`config.mk`:
```
export PLATFORM = sky130hd
export DESIGN_NAME = nlfsr_tap_feedback_flat
export DESIGN_NICKNAME = d
export VERILOG_FILES = /design/src/rtl/nlfsr_pkg.sv /design/src/rtl/nlfsr_tap_feedback_if.sv /design/src/rtl/nlfsr_tap_mux.sv /design/src/rtl/nlfsr_tap_feedback.sv /design/src/flat_wrapper.sv
export SDC_FILE = /design/constraint.sdc
export NUM_CORES = 1
export LEC_CHECK = 0
export CAP_MARGIN = 5
export CORE_MARGIN = 4
export CORE_UTILIZATION = 35
export CTS_CLUSTER_DIAMETER = 150
export CTS_CLUSTER_SIZE = 12
export DETAILED_ROUTE_END_ITERATION = 6
export HOLD_SLACK_MARGIN = 0.08
export PLACE_DENSITY = 0.6
export SYNTH_ARGS = -nofsm -noshare
export SYNTH_HDL_FRONTEND = slang
export SYNTH_SLANG_ARGS = --single-unit
```
`constraint.sdc`:
```
create_clock -name clk -period 1.8 [get_ports clk]
set_input_delay 0.18 -clock clk [delete_from_list [all_inputs] [get_ports clk]]
set_output_delay 0.18 -clock clk [all_outputs]
set_load 0.02 [all_outputs]
```
`src/rtl/nlfsr_pkg.sv`:
```
// Shared types and defaults for the NLFSR tap feedback unit.
// State encoding, mode constants and default parameter values.
package nlfsr_pkg;

  typedef enum logic [1:0] {
    S_IDLE,
    S_LOAD,
    S_ARMED,
    S_RUN
  } state_t;

  localparam logic MODE_LIN    = 1'b0;
  localparam logic MODE_NONLIN = 1'b1;

  localparam int DEF_NUM_OF_TAPS = 15;
  localparam int DEF_SIZE        = 32;
  localparam int DEF_IDX_W       = 8;
  localparam int DEF_NONLIN_TAPS = 6;
  localparam int DEF_AND_PAIRS   = 1;

endpackage

```
`src/rtl/nlfsr_tap_feedback_if.sv`:
```
// Coefficient load channel between the loader and the feedback unit.
// Valid/ready handshake plus last marker and sticky error status.
interface nlfsr_tap_feedback_if #(
  parameter int IDX_W = 8
);
  logic             cfg_valid;
  logic             cfg_ready;
  logic [IDX_W-1:0] cfg_data;
  logic             cfg_last;
  logic             cfg_error;

  modport master (
    output cfg_valid, cfg_data, cfg_last,
    input  cfg_ready, cfg_error
  );

  modport slave (
    input  cfg_valid, cfg_data, cfg_last,
    output cfg_ready, cfg_error
  );
endinterface

```
`src/rtl/nlfsr_tap_mux.sv`:
```
// Selects one NLFSR state bit by tap index.
// Indices outside the register width read as zero.
module nlfsr_tap_mux #(
  parameter int SIZE  = 32,
  parameter int IDX_W = 8
) (
  input  logic [SIZE-1:0]  register,
  input  logic [IDX_W-1:0] idx,
  output logic             sel
);
  localparam int SEL_W = (SIZE > 1) ? $clog2(SIZE) : 1;

  logic in_range;

  assign in_range = int'(idx) < SIZE;
  assign sel = in_range ? register[idx[SEL_W-1:0]] : 1'b0;
endmodule

```
`src/rtl/nlfsr_tap_feedback.sv`:
```
// NLFSR feedback unit: run-time tap table, tap sampling stage
// and a registered linear / nonlinear feedback stage.
module nlfsr_tap_feedback
  import nlfsr_pkg::*;
#(
  parameter int NUM_OF_TAPS = DEF_NUM_OF_TAPS,
  parameter int SIZE        = DEF_SIZE,
  parameter int IDX_W       = DEF_IDX_W,
  parameter int NONLIN_TAPS = DEF_NONLIN_TAPS,
  parameter int AND_PAIRS   = DEF_AND_PAIRS
) (
  input  logic                clk,
  input  logic                res,
  nlfsr_tap_feedback_if.slave cfg,
  input  logic                start,
  input  logic                mode,
  input  logic [SIZE-1:0]     register,
  output logic                result,
  output logic                result_valid
);
  localparam int PTR_W = $clog2(NUM_OF_TAPS + 1);
  localparam logic [PTR_W-1:0] PTR_ONE = PTR_W'(1);
  localparam logic [PTR_W-1:0] PTR_END = PTR_W'(NUM_OF_TAPS);

  state_t           state, state_n;
  logic [PTR_W-1:0] ptr, ptr_n;
  logic             err_q, err_n;
  logic [IDX_W-1:0] coef [1:NUM_OF_TAPS];

  logic xfer, first, at_end, oor;

  logic [NUM_OF_TAPS:1] tap_bit, t_q;
  logic mode_q, v1, f_val, lin, nl;

  assign cfg.cfg_ready = res && (state != S_RUN);
  assign cfg.cfg_error = err_q;

  assign xfer   = cfg.cfg_valid && cfg.cfg_ready;
  assign first  = (state == S_IDLE) || (state == S_ARMED);
  assign at_end = (ptr == PTR_END);
  assign oor    = int'(cfg.cfg_data) >= SIZE;

  always_comb begin
    state_n = state;
    ptr_n   = ptr;
    err_n   = err_q;
    if (xfer) begin
      err_n = (first ? 1'b0 : err_q) | oor;
      // last must coincide exactly with the final slot
      if (at_end != cfg.cfg_last) begin
        err_n   = 1'b1;
        state_n = S_IDLE;
        ptr_n   = PTR_ONE;
      end else if (at_end) begin
        state_n = S_ARMED;
        ptr_n   = PTR_ONE;
      end else begin
        state_n = S_LOAD;
        ptr_n   = ptr + 1'b1;
      end
    end else begin
      unique case (state)
        S_ARMED: if (start)  state_n = S_RUN;
        S_RUN:   if (!start) state_n = S_ARMED;
        default: ;
      endcase
    end
  end

  always_ff @(posedge clk or negedge res) begin
    if (!res) begin
      state <= S_IDLE;
      ptr   <= PTR_ONE;
      err_q <= 1'b0;
      for (int i = 1; i <= NUM_OF_TAPS; i++)
        coef[i] <= '0;
    end else begin
      state <= state_n;
      ptr   <= ptr_n;
      err_q <= err_n;
      if (xfer) coef[ptr] <= cfg.cfg_data;
    end
  end

  for (genvar i = 1; i <= NUM_OF_TAPS; i++) begin : g_tap
    nlfsr_tap_mux #(
      .SIZE  (SIZE),
      .IDX_W (IDX_W)
    ) u_mux (
      .register (register),
      .idx      (coef[i]),
      .sel      (tap_bit[i])
    );
  end

  always_comb begin
    lin = ^t_q;
    nl  = 1'b0;
    for (int k = 1; k <= AND_PAIRS; k++)
      nl = nl ^ (t_q[NONLIN_TAPS-2*k+2]
               & t_q[NONLIN_TAPS-2*k+1]);
    for (int i = 1; i <= NONLIN_TAPS - 2*AND_PAIRS; i++)
      nl = nl ^ t_q[i];
    f_val = (mode_q == MODE_NONLIN) ? nl : lin;
  end

  always_ff @(posedge clk or negedge res) begin
    if (!res) begin
      t_q          <= '0;
      mode_q       <= MODE_LIN;
      v1           <= 1'b0;
      result       <= 1'b0;
      result_valid <= 1'b0;
    end else begin
      v1 <= (state == S_RUN);
      if (state == S_RUN) begin
        t_q    <= tap_bit;
        mode_q <= mode;
      end
      result_valid <= v1;
      if (v1) result <= f_val;
    end
  end
endmodule

```
`src/flat_wrapper.sv`:
```
// flat-port wrapper written by rule: the top's interface ports become plain ports
module nlfsr_tap_feedback_flat import nlfsr_pkg::*;
#(
  parameter int NUM_OF_TAPS = DEF_NUM_OF_TAPS,
  parameter int SIZE        = DEF_SIZE,
  parameter int IDX_W       = DEF_IDX_W,
  parameter int NONLIN_TAPS = DEF_NONLIN_TAPS,
  parameter int AND_PAIRS   = DEF_AND_PAIRS
)
  (clk, res, start, mode, register, result, result_valid, cfg_cfg_valid, cfg_cfg_data, cfg_cfg_last, cfg_cfg_ready, cfg_cfg_error);
  nlfsr_tap_feedback_if #(.IDX_W(IDX_W)) cfg_i ();
  input  logic clk;
  input  logic res;
  input  logic start;
  input  logic mode;
  input  logic [SIZE-1:0] register;
  output logic result;
  output logic result_valid;
  input wire logic [$bits(cfg_i.cfg_valid)-1:0] cfg_cfg_valid;
  input wire logic [$bits(cfg_i.cfg_data)-1:0] cfg_cfg_data;
  input wire logic [$bits(cfg_i.cfg_last)-1:0] cfg_cfg_last;
  output wire logic [$bits(cfg_i.cfg_ready)-1:0] cfg_cfg_ready;
  output wire logic [$bits(cfg_i.cfg_error)-1:0] cfg_cfg_error;
  assign cfg_i.cfg_valid = cfg_cfg_valid;
  assign cfg_i.cfg_data = cfg_cfg_data;
  assign cfg_i.cfg_last = cfg_cfg_last;
  assign cfg_cfg_ready = cfg_i.cfg_ready;
  assign cfg_cfg_error = cfg_i.cfg_error;
  nlfsr_tap_feedback #(.NUM_OF_TAPS(NUM_OF_TAPS), .SIZE(SIZE), .IDX_W(IDX_W), .NONLIN_TAPS(NONLIN_TAPS), .AND_PAIRS(AND_PAIRS)) u_core (.clk(clk), .res(res), .cfg(cfg_i), .start(start), .mode(mode), .register(register), .result(result), .result_valid(result_valid));
endmodule
```
After elaboration in Yosys (flattened, before gate mapping)
Cells that the tools add are included.
{"block": "classes", "n_eq_ne": 7, "bitwise": 7, "add_sub_neg": 1, "reduce_logical": 8, "magnitude_cmp": 33, "mux": 59}
{"cell": "$bwmux W120", "n": 1}
{"cell": "$lt A8 B6 Y1 const B", "n": 15}
{"cell": "$lt A5 B6 Y1 const B", "n": 15}
{"cell": "$bmux W1 S5", "n": 15}
{"cell": "$mux W1", "n": 33}
{"cell": "$demux W8 S4", "n": 1}
{"cell": "$reduce_xor A15 Y1", "n": 1}
{"cell": "$mux W2", "n": 5}
{"cell": "$ge A8 B6 Y1 const B", "n": 1}
{"cell": "$mux W4", "n": 2}
{"cell": "$mux W8", "n": 1}
{"cell": "$ne A3 B2 Y1 const B", "n": 2}
{"cell": "$ge A5 B5 Y1 const B", "n": 1}
{"cell": "$lt A5 B1 Y1 const B", "n": 1}
{"cell": "$not A4 Y5", "n": 1}
{"cell": "$add A4 B1 Y4 const B", "n": 1}
{"cell": "$eq A2 B2 Y1 const B", "n": 2}
{"cell": "$eq A4 B4 Y1 const B", "n": 1}
{"cell": "$pmux W2 S2", "n": 1}
{"cell": "$xor A1 B1 Y1", "n": 4}
{"cell": "$logic_and A1 B1 Y1", "n": 3}
{"cell": "$reduce_and A3 Y1", "n": 1}
{"cell": "$reduce_bool A3 Y1", "n": 1}
{"cell": "$logic_not A2 Y1", "n": 1}
{"cell": "5 further kinds", "n": 5}
{"block": "word_totals", "elab_cells": 138, "inputBits": 46, "register_bits": 146, "out_inout_bits": 4}

Longest topological paths before layout
{"block": "depth", "word_depth": 6, "ltp_mapped": 7, "ltp_nobuf": 6}

By module
Synthesis repeated with hierarchy kept, for this count alone.
{"block": "unflattened", "hier_cells": 659, "hier_area_um2": 10400.0}
{"mod": "nlfsr_tap_feedback", "cells_each": 374, "n_inst": 1, "seq_area_each_um2": 3654.8, "area_each_um2": 5876.9}
{"mod": "nlfsr_tap_mux", "cells_each": 19, "n_inst": 15, "seq_area_each_um2": 0.0, "area_each_um2": 301.5}

Worst setup path before layout
No wires, ideal clock.
{"block": "synth_timing", "path_type": "register to register", "start": "register u_core.t_q[5] in the netlist's numbering", "end": "register u_core.result", "setup_ns": 0.126, "arrival_time_ns": 1.853, "path_slack_ns": -0.179, "t_required_ns": 1.674, "path_stages_with_launch": 6, "path_buffers": 0, "synth_period_minus_slack_ns": 1.979, "cell_sequence": "dfrtp_1 > ha_1 > xor2_1 > xnor3_1 > xnor3_1 > a311o_1"}
{"block": "synth_between", "elab_chain_cells": 6, "word_cells_on_any_way": 7, "classes_between": "mux (1); bitwise (5); reduce/logical (1)"}
{"item": "start, declared", "line_no": "nlfsr_tap_feedback.sv:32", "source": "logic [NUM_OF_TAPS:1] tap_bit, t_q;"}
{"item": "start signal, assigned", "line_no": "nlfsr_tap_feedback.sv:117", "source": "t_q <= tap_bit;"}
{"item": "$and A1 B1 Y1", "line_no": "nlfsr_tap_feedback.sv:101", "source": "& t_q[NONLIN_TAPS-2*k+1]);"}
{"item": "$xor A1 B1 Y1 (4 in series)", "line_no": "nlfsr_tap_feedback.sv:103", "source": "nl = nl ^ t_q[i];"}
{"item": "$mux W1 *", "line_no": "nlfsr_tap_feedback.sv:104", "source": "f_val = (mode_q == MODE_NONLIN) ? nl : lin;"}
{"item": "end signal, assigned", "line_no": "nlfsr_tap_feedback.sv:121", "source": "if (v1) result <= f_val;"}
{"item": "end, declared", "line_no": "nlfsr_tap_feedback.sv:18", "source": "output logic result,"}
Mark *: on every way between the ends. The rest lies on a longest branch, timed or not.
A chain may end at the register's enable or synchronous reset.

Worst setup path after layout
Same ends and word-level chain as after synthesis.

==> impl_metrics.toml <==
[outcome]
outcome = "finished, violations left"
violations = "setup timing"

[placed_design]
gp_congestion = 0.864
post-place-ws_ps = -265
dp_hpwl_microns = 22200
port_buffers = 49
place_inst = 1295

[yosys]
yosys.area_share.xor_xnor = 0.0115
synth_ff_type = "dfrtp_1"
synth_enable_flop_cells = 0
netlist_area_sq_um = 10800
synth_seq_cells = 146
synth_fa_ha_area_frac = 0.00810
ys_async_sr_fraction = 1.00
synth_top_family_by_area = "multiplexers"
synthMuxAreaShare = 0.416
synth_simple_gate_area_frac = 0.0875
synth.distinct_cells = 44
synth_seq_area_share = 0.338
syn_area_per_cell_sq_um = 12.9
syn_inst = 841
synth_nets = 894
synth_compound_area_frac = 0.0862
yosysWarningCount = 0

[sta]
tns_ps = -23.2
fmax_mhz = 548
setup_viol_count_final = 1
relSlewSlack = 0.654
rsz0062_at_grt = "true"
skew_ps = 12.2
hold_ws_ps = 129
maxSlewViolCount = 0
period_share = 1.01
worst_slew_pin_slew_ps = 518
layout_min_cycle_time_ps = 1820
layout_setup_ws_ps = -23.2
hold_viol_final = 0

[floorplan]
die-area_sq_um = 33800
num_rows = 64
fp.dieW_microns = 184
core_area_sq_um = 30500
start_util = 0.354
io_pins = 50
die-height_microns = 184

[layout]
nets = 978
nFillCells = 2782
final_cells = 1334
antennaDiodeCount = 0
final_cell_mix = "130 x dfrtp_1, 120 x mux2_2, 107 x mux2i_1"
final_common_cell = "dfrtp_1"
area_growth_pct = 21.2
drive_gt1_frac = 0.414

[route]
routed_wl_microns = 32700
viasPerCell = 5.91
ant_nets = 0
drt-initial-drc-count = 709
firstDrtPassIters = 5
wire_per_inst_microns = 24.5
via_count = 7890
route.detailed.drc = 0

[critical_path]
required_ps = 2110
crit_family = "XOR/XNOR gates"
crit_start = "u_core.t_q[5]"
crit_arrival_ps = 2130
crit_buf_inv = 0
crit_top_cell = "xnor3_1"
worstReg2RegEnd = "u_core.result"
worstSetupPathType = "reg -> reg"
slowest_delay_ps = 390
critPathSlowestCell = "dfrtp_1"
r2r-start = "u_core.t_q[5]"
cp_max_fo = 2
worst-r2r-cell-count = 5
cp_cell_sequence = "ha_1 -> xor2_1 -> xnor3_1 -> xnor3_1 -> a311o_1"
rrSetupSlack_ps = -20
critPathLaunchType = "flop"
cp-end-kind = "flop"

[global_routing]
grt_max_degree = 79
grtUsageTotal = 0.197
antenna_found_initial = 0
met3_usage = 0.0558
globalRouteOverflowTotal = 0
grt_pass1_wl_microns = 50500
busiest_layer = "met2"
grt_util_met2 = 0.298
first_global_vias = 8131
grt_util_met1 = 0.268

[power]
p_per_area_nw_per_um2 = 906
p_sw_frac = 0.326
p_sw_mw = 3.87
p_clk_frac = 0.282
ir_drop_mv = 0.526
p_int_mw = 8.01
p_leak_nw = 5.34
power_frac_comb = 0.330
power.share.sequential = 0.388
finalPower_mw = 11.9

[clock_network]
htreeDepth = 4
clk_pin_slew_ps = 70
cts_buffers = 17
clockRootBuffer = "clkbuf_16"
cts.sinks = 146
tritoncts = "done"
insertion_delay_ps = 430
clockBufferDepth = 2

[min_path]
hold_class = "in -> async"

[flow_run]
max_cap_viol_count = 0
cell type report:
cell class / instances / area (sq um) / area share
clock buffer: 22 / 474 / 0.0362
clock inverter: 10 / 75.1 / 0.00573
multi-input combinational: 578 / 6720 / 0.512
inverter: 21 / 78.8 / 0.00601
sequential: 146 / 3670 / 0.280
tap: 396 / 495 / 0.0378
timing repair buffer: 161 / 1600 / 0.122
metal layers:
layer | vias to the layer above | routed length [microns]
li1 | 3487 | -
met4 | 2 | 997
met5 | - | 41
met1 | 4032 | 14500
met2 | 295 | 14700
met3 | 74 | 2510
worst reg2reg max path: stages (launching register included):
cell     delay, ps
dfrtp_1        390
ha_1           300
xor2_1         170
xnor3_1        280
xnor3_1        280
a311o_1        280
flip-flops by register name (all words and copies together) (netlist names):
signal	count
u_core.t_q	15
u_core.mode_q	1
u_core.ptr	4
u_core.result	1
u_core.v1	1
u_core.coef	120
u_core.state	2
u_core.cfg.cfg_error	1
u_core.result_valid	1
how the worst max path moves through the flow:
stage / depth (start not counted) / slack, ps / to
6_report: 5 / -20 / u_core.result
5_1_grt: 5 / -50 / u_core.result
4_1_cts: 5 / -20 / u_core.result
3_5_place_dp: 6 / -260 / u_core.t_q[9]
3_3_place_gp: 6 / -260 / u_core.t_q[11]
2_1_floorplan: 5 / 80 / u_core.t_q[5]
metrics by stage:
step	util	area (sq um)
floorplan	-	10800
global placement	0.405	12300
detailed placement	0.405	12300
CTS	0.424	12900
global route	0.430	13100
finish	0.430	13100
cell usage after synthesis (7+ instances only):
cell type,n,area (sq um)
mux2_4,15,225
nand2_1,21,78.8
o21ai_0,8,40.0
a22oi_1,15,113
inv_1,21,78.8
nand3_1,19,95.1
or4_1,15,113
nand3_2,11,110
mux2_2,120,1350
ha_1,7,87.6
clkbuf_1,70,263
a221oi_1,15,131
o41ai_2,15,244
dfrtp_1,145,3630
a221oi_2,14,210
buf_6,16,180
a311oi_1,15,131
nor2b_1,18,113
mux4_1,43,1130
nand2b_1,15,93.8
and3_1,16,100
mux4_2,32,721
nand3b_1,17,128
mux2i_1,107,1070
xnor2_1,8,70.1
nor2_1,17,63.8
cell families (layout without fill, tap and decap cells):
group	after synthesis	in the layout
compound gates	87	87
xor+xnor	11	11
fa+ha+maj	7	7
buf+inv	117	214
flops	146	146
mux	317	317
simple gates	156	156
power groups by stage:
stage	logic [mW]	registers (mW)	clock network, mW
after floorplan	3.19	4.12	0
after global placement	3.72	4.61	0
after detailed placement	3.77	4.63	0
after CTS	3.80	4.57	3.43
after global routing	4.24	4.69	3.55
final	3.92	4.61	3.35
repair_timing:
item / 4_1_cts / 5_1_grt
hold buffers: 1 / 0
setup buffers: 0 / 6
cloned: 0 / 0
pin swaps: 2 / 2
setup endpoints to repair: 41 / 74
endpoints found under the hold margin: 28 / 0
resized for setup: 15 / 39
Note: power is estimated with default switching activity, not from simulation.
